[src/rtl/neuron_accumulator.sv]
// Streaming signed accumulator for one neuron. It sums a burst of signed
// products into a pre-activation value. Saturating or wrapping arithmetic
// is chosen by the SAT parameter. A length guard ends any burst that
// reaches MAX_LEN beats. Valid/ready handshakes are used on both sides.
module neuron_accumulator #(
  parameter int IN_W    = 19,
  parameter int OUT_W   = 24,
  parameter int MAX_LEN = 784,
  parameter int CNT_W   = 10,
  parameter int SAT     = 1
) (
  input  logic                    clk,
  input  logic                    rst,
  input  logic                    in_valid,
  output logic                    in_ready,
  input  logic signed [IN_W-1:0]  in_data,
  input  logic                    in_last,
  output logic                    out_valid,
  input  logic                    out_ready,
  output logic signed [OUT_W-1:0] out_data,
  output logic                    out_ovf,
  output logic                    out_len_err,
  output logic [CNT_W-1:0]        out_count
);

  typedef enum logic {ACC = 1'b0, HOLD = 1'b1} state_t;

  localparam logic signed [OUT_W-1:0] ACC_MAX = {1'b0, {(OUT_W-1){1'b1}}};
  localparam logic signed [OUT_W-1:0] ACC_MIN = {1'b1, {(OUT_W-1){1'b0}}};
  localparam logic [CNT_W-1:0]        LEN_LIM = CNT_W'(MAX_LEN);

  // The guard bit disagrees with the sign bit only when the true sum left
  // the OUT_W range, so both arithmetic modes share one overflow test.
  function automatic logic sum_ovf(input logic signed [OUT_W:0] s);
    return s[OUT_W] ^ s[OUT_W-1];
  endfunction

  function automatic logic signed [OUT_W-1:0] saturate(input logic signed [OUT_W:0] s);
    if (sum_ovf(s)) return s[OUT_W] ? ACC_MIN : ACC_MAX;
    return $signed(s[OUT_W-1:0]);
  endfunction

  function automatic logic signed [OUT_W-1:0] wrap(input logic signed [OUT_W:0] s);
    return $signed(s[OUT_W-1:0]);
  endfunction

  state_t                  state_q, state_d;
  logic signed [OUT_W-1:0] acc_q, acc_d;
  logic [CNT_W-1:0]        cnt_q, cnt_d;
  logic                    ovf_q, ovf_d;
  logic                    out_valid_q, out_valid_d;
  logic signed [OUT_W-1:0] out_data_q, out_data_d;
  logic                    out_ovf_q, out_ovf_d;
  logic                    out_len_err_q, out_len_err_d;
  logic [CNT_W-1:0]        out_count_q, out_count_d;

  logic signed [OUT_W:0]   sum_p0;
  logic signed [OUT_W-1:0] acc_nxt_p0;
  logic [CNT_W-1:0]        cnt_inc_p0;
  logic                    ovf_nxt_p0;
  logic                    at_limit_p0;

  // Next accumulator value for the beat currently on in_data.
  always_comb begin
    sum_p0      = {acc_q[OUT_W-1], acc_q} + {{(OUT_W+1-IN_W){in_data[IN_W-1]}}, in_data};
    acc_nxt_p0  = (SAT != 0) ? saturate(sum_p0) : wrap(sum_p0);
    ovf_nxt_p0  = ovf_q | sum_ovf(sum_p0);
    cnt_inc_p0  = cnt_q + CNT_W'(1);
    at_limit_p0 = (cnt_inc_p0 == LEN_LIM);
  end

  // Burst control: accumulate in ACC, present the result in HOLD until it is taken.
  always_comb begin
    state_d       = state_q;
    acc_d         = acc_q;
    cnt_d         = cnt_q;
    ovf_d         = ovf_q;
    out_valid_d   = out_valid_q;
    out_data_d    = out_data_q;
    out_ovf_d     = out_ovf_q;
    out_len_err_d = out_len_err_q;
    out_count_d   = out_count_q;
    case (state_q)
      ACC: begin
        if (in_valid) begin
          acc_d = acc_nxt_p0;
          cnt_d = cnt_inc_p0;
          ovf_d = ovf_nxt_p0;
          if (in_last || at_limit_p0) begin
            state_d       = HOLD;
            out_valid_d   = 1'b1;
            out_data_d    = acc_nxt_p0;
            out_count_d   = cnt_inc_p0;
            out_ovf_d     = ovf_nxt_p0;
            out_len_err_d = !in_last;
          end
        end
      end
      HOLD: begin
        if (out_ready) begin
          state_d     = ACC;
          out_valid_d = 1'b0;
          acc_d       = '0;
          cnt_d       = '0;
          ovf_d       = 1'b0;
        end
      end
      default: state_d = ACC;
    endcase
  end

  // State and result registers. Reset clears everything, including any pending result.
  always_ff @(posedge clk) begin
    if (rst) begin
      state_q       <= ACC;
      acc_q         <= '0;
      cnt_q         <= '0;
      ovf_q         <= 1'b0;
      out_valid_q   <= 1'b0;
      out_data_q    <= '0;
      out_ovf_q     <= 1'b0;
      out_len_err_q <= 1'b0;
      out_count_q   <= '0;
    end else begin
      state_q       <= state_d;
      acc_q         <= acc_d;
      cnt_q         <= cnt_d;
      ovf_q         <= ovf_d;
      out_valid_q   <= out_valid_d;
      out_data_q    <= out_data_d;
      out_ovf_q     <= out_ovf_d;
      out_len_err_q <= out_len_err_d;
      out_count_q   <= out_count_d;
    end
  end

  assign in_ready    = (state_q == ACC);
  assign out_valid   = out_valid_q;
  assign out_data    = out_data_q;
  assign out_ovf     = out_ovf_q;
  assign out_len_err = out_len_err_q;
  assign out_count   = out_count_q;

endmodule

[config.mk]
export PLATFORM = sky130hd
export DESIGN_NAME = neuron_accumulator
export DESIGN_NICKNAME = d
export VERILOG_FILES = /design/src/rtl/neuron_accumulator.sv
export SDC_FILE = /design/constraint.sdc
export NUM_CORES = 1
export LEC_CHECK = 0
export ABC_AREA = 1
export CORE_ASPECT_RATIO = 0.6
export CORE_MARGIN = 5
export CORE_UTILIZATION = 40
export CTS_BUF_LIST = sky130_fd_sc_hd__clkbuf_2
export DETAILED_ROUTE_END_ITERATION = 12
export GPL_TIMING_DRIVEN = 0
export PLACE_DENSITY = 0.71
export SLEW_MARGIN = 10
export SYNTH_ARGS = -nofsm -noshare
export SYNTH_HDL_FRONTEND = slang
export SYNTH_SLANG_ARGS = --single-unit
[constraint.sdc]
create_clock -name clk -period 8.1 [get_ports clk]
set_input_delay 2.025 -clock clk [delete_from_list [all_inputs] [get_ports clk]]
set_output_delay 2.025 -clock clk [all_outputs]
set_load 0.05 [all_outputs]
==> metrics.txt <==
status complete, no violations; Setup TNS 0 ns; Netlist cell types 32; Cell Pwr Density ~220 nW/um^2; nets around 870; Util after Layout between 40% and 50%; Clock Skew roughly 0.037 ns; reg-to-reg slack, setup slightly above 5 ns; TritonCTS clock tree built; WL/cell approximately 14 um; WL met1 between 7 and 8 mm; post-route ant nets 0; Fill cells approximately 1,200; Worst Hold Launch out_count[1]; cell mode on critical path nand2_1; CTS Buffer Depth 2; IO buf count 60; DRT iter0 DRCs just over 500; critical path cell sequence clkdlybuf4s50_1 > ha_1 > inv_1 > fa_1 > inv_1 > nand2_1 > nand2_1 > nand3_1 > nand2_1 > nand2_1 > nand4_1 > nand2_1 > nand2_2 > buf_4 > nand3_1 > nand2_1 > nand2_1 > a21oi_1; measured slew at the worst slew-check pin between 0.7 and 0.8 ns; Total GRT Usage between 20% and 30%; initial antenna violation count 0; Final Critical Period roughly 4.5 ns; Hold Crit Class flip-flop to flip-flop; Worst path max stage delay 0.47 ns; Synth top cells by count 240 x nand2_1, 106 x inv_1, 73 x dfxtp_1; worst hold stages 2; Pre-antenna DRT Iters 5; largest net degree at the start of global routing 13; Layout area overhead 19.83%; Core Area 11,370 um^2; Clock Tree Root clkbuf_2; Top FF cell, synth dfxtp_1; Via density 4.982; clk sinks 73; Critical Path Source Type primary input; Gate Count Post-Synth 753; routed vias approximately 4,900; EDFF count, synth 0; Clk pin slew, worst setup/hold paths around 0.22 ns; leading area contributor after synthesis dfxtp_1; DRC Markers 0; CP max stage cell clkdlybuf4s50_1; Die Width around 150 um; Site Rows 30; total detailed-routing wirelength between 10 and 15 mm; Avg Inst Size Synth 6.234 um^2; final setup fails 0; CP max FO 10; crit path launch in_data[0]; maximum VDD drop roughly 0.000075 V; worst r2r src acc_q[0]; count leader, synth nand2_1; WL met2 ~5 mm; number of global-route vias before repair approximately 4,300; net count after synthesis 803; cts hold-fix bufs 0; die height roughly 94 um; ANT cells 0; critical path type primary input to flip-flop; CP Data Required Time between 8 and 9 ns; total CTS buffers 9; area of the mapped netlist 4695 um^2; Post-CTS Setup Bufs 0; Critical R2R Capture acc_q[18]; max-slew violations 0; RSZ-0062 raised after global routing false; Synth area leaders dfxtp_1 31%, nand2_1 19%, inv_1 8.5%; worst relative slew slack 51.16%; Post-CTS Resized 0; FFs w/ async S/R, synth 0%; Worst EP arrival between 4 and 5 ns; DIE AREA approximately 14,000 um^2; Tcrit/Tclk final about 55%; max cap viols 0; CP endpoint kind flip-flop; top cell type's share of synthesized area ~31%; register area share after synthesis between 30% and 40%; # H-tree levels 3; gpl congestion approximately 1; Starting Density 41.28%; grt ovf 0; share of layout cells above drive strength 1 approximately 4.6%; reg2reg path depth 17; I/O Pins 62; dpl hpwl about 11 mm; Hold Violations, Final 0; Highest Signal Layer met4; worst min-delay path endpoint out_count[1]; Synthesis Warnings 0; first-pass GRT wire length 22.58 mm; met3 wire len around 1.7 mm; number of synthesized register bits 73; max frequency about 220 MHz; clock latency on the worst-skew pair ~0.57 ns; leakage power around 2.8 nW
## flip-flops by register name, indices dropped and copies added, names as in the netlist
register     count
ovf_q            1
out_valid        1
out_len_err      1
out_data        24
acc_q           24
state_q          1
cnt_q           10
out_ovf          1
out_count       10
## worst max-delay path, delay by kind of cell
kind,cells,cell delay (ns)
AND/OR/NAND/NOR,11,1.20
buffers and inverters,4,0.93
AO/OA/AOI/OAI,1,0.14
adder cells (fa/ha/maj),2,0.67
## worst max-delay path by stage
stage / to / slack (ns) / depth (start not counted)
floorplan: out_ovf / 4.16 / 18
global placement: acc_q[18] / 3.14 / 19
detailed placement: acc_q[19] / 3.11 / 19
CTS: acc_q[18] / 3.70 / 18
global route: acc_q[5] / 3.45 / 18
finish: acc_q[18] / 3.63 / 18
## final cells by class
class | instances | area (um^2) | share of cell area, %
Buffer | 26 | 131.4 | 2.335
Clock buffer | 10 | 50.05 | 0.8897
Clock inverter | 5 | 80.08 | 1.423
Inverter | 110 | 412.9 | 7.340
Multi-Input combinational cell | 544 | 2689 | 47.80
Sequential cell | 73 | 1461 | 25.98
Tap cell | 160 | 200.2 | 3.559
Timing Repair Buffer | 60 | 600.6 | 10.68
## routing by layer
metal	GRT usage [%]	vias to the layer above
met5	0	-
met4	5.327	0
met3	6.075	17
met2	24.97	227
met1	33.49	2171
li1	-	2507
## cells by family (layout without fill, tap and decap cells)
group           after synthesis  after routing  share of synthesized area [%]
compound gates               98             98                          10.74
xor+xnor                     20             20                          3.731
fa+ha+maj                    26             26                          7.090
buf+inv                     136            211                          11.59
flops                        73             73                          31.13
simple gates                400            400                          35.71
## metrics by stage
stage | hold slack [ns] | instances | instance area, um^2 | power, W | setup slack, ns
after CTS | 0.4875 | 988 | 5625 | 0.001238 | 3.702
after global routing | 0.5064 | 988 | 5625 | 0.001331 | 3.449
after floorplan | 0.4483 | 753 | 4695 | 0.0008339 | 4.159
final | 0.4855 | 988 | 5625 | 0.001247 | 3.625
after global placement | 0.4554 | 973 | 5495 | 0.0009929 | 3.136
after detailed placement | 0.4562 | 973 | 5495 | 0.0009973 | 3.107
## where the power goes
part | switching, W | internal (W) | total, W
combinational | 0.000391 | 0.000191 | 0.000582
clock | 0.000140 | 0.000102 | 0.000242
sequential | 0.0000232 | 0.000400 | 0.000423
## placed cells by master (no fill, tap or decap), drive strengths merged, types with 4 or more instances in the layout
master,n
clkbuf,22
buf,14
nand3,64
o21ai,29
a21oi,62
o21bai,4
nor2,66
inv,109
ha,25
xor2,12
xnor2,8
or2,4
dfxtp,73
nand4,14
clkdlybuf4s50,60
nand2,242
nor3,7
Note: power is estimated with default switching activity, not from simulation.
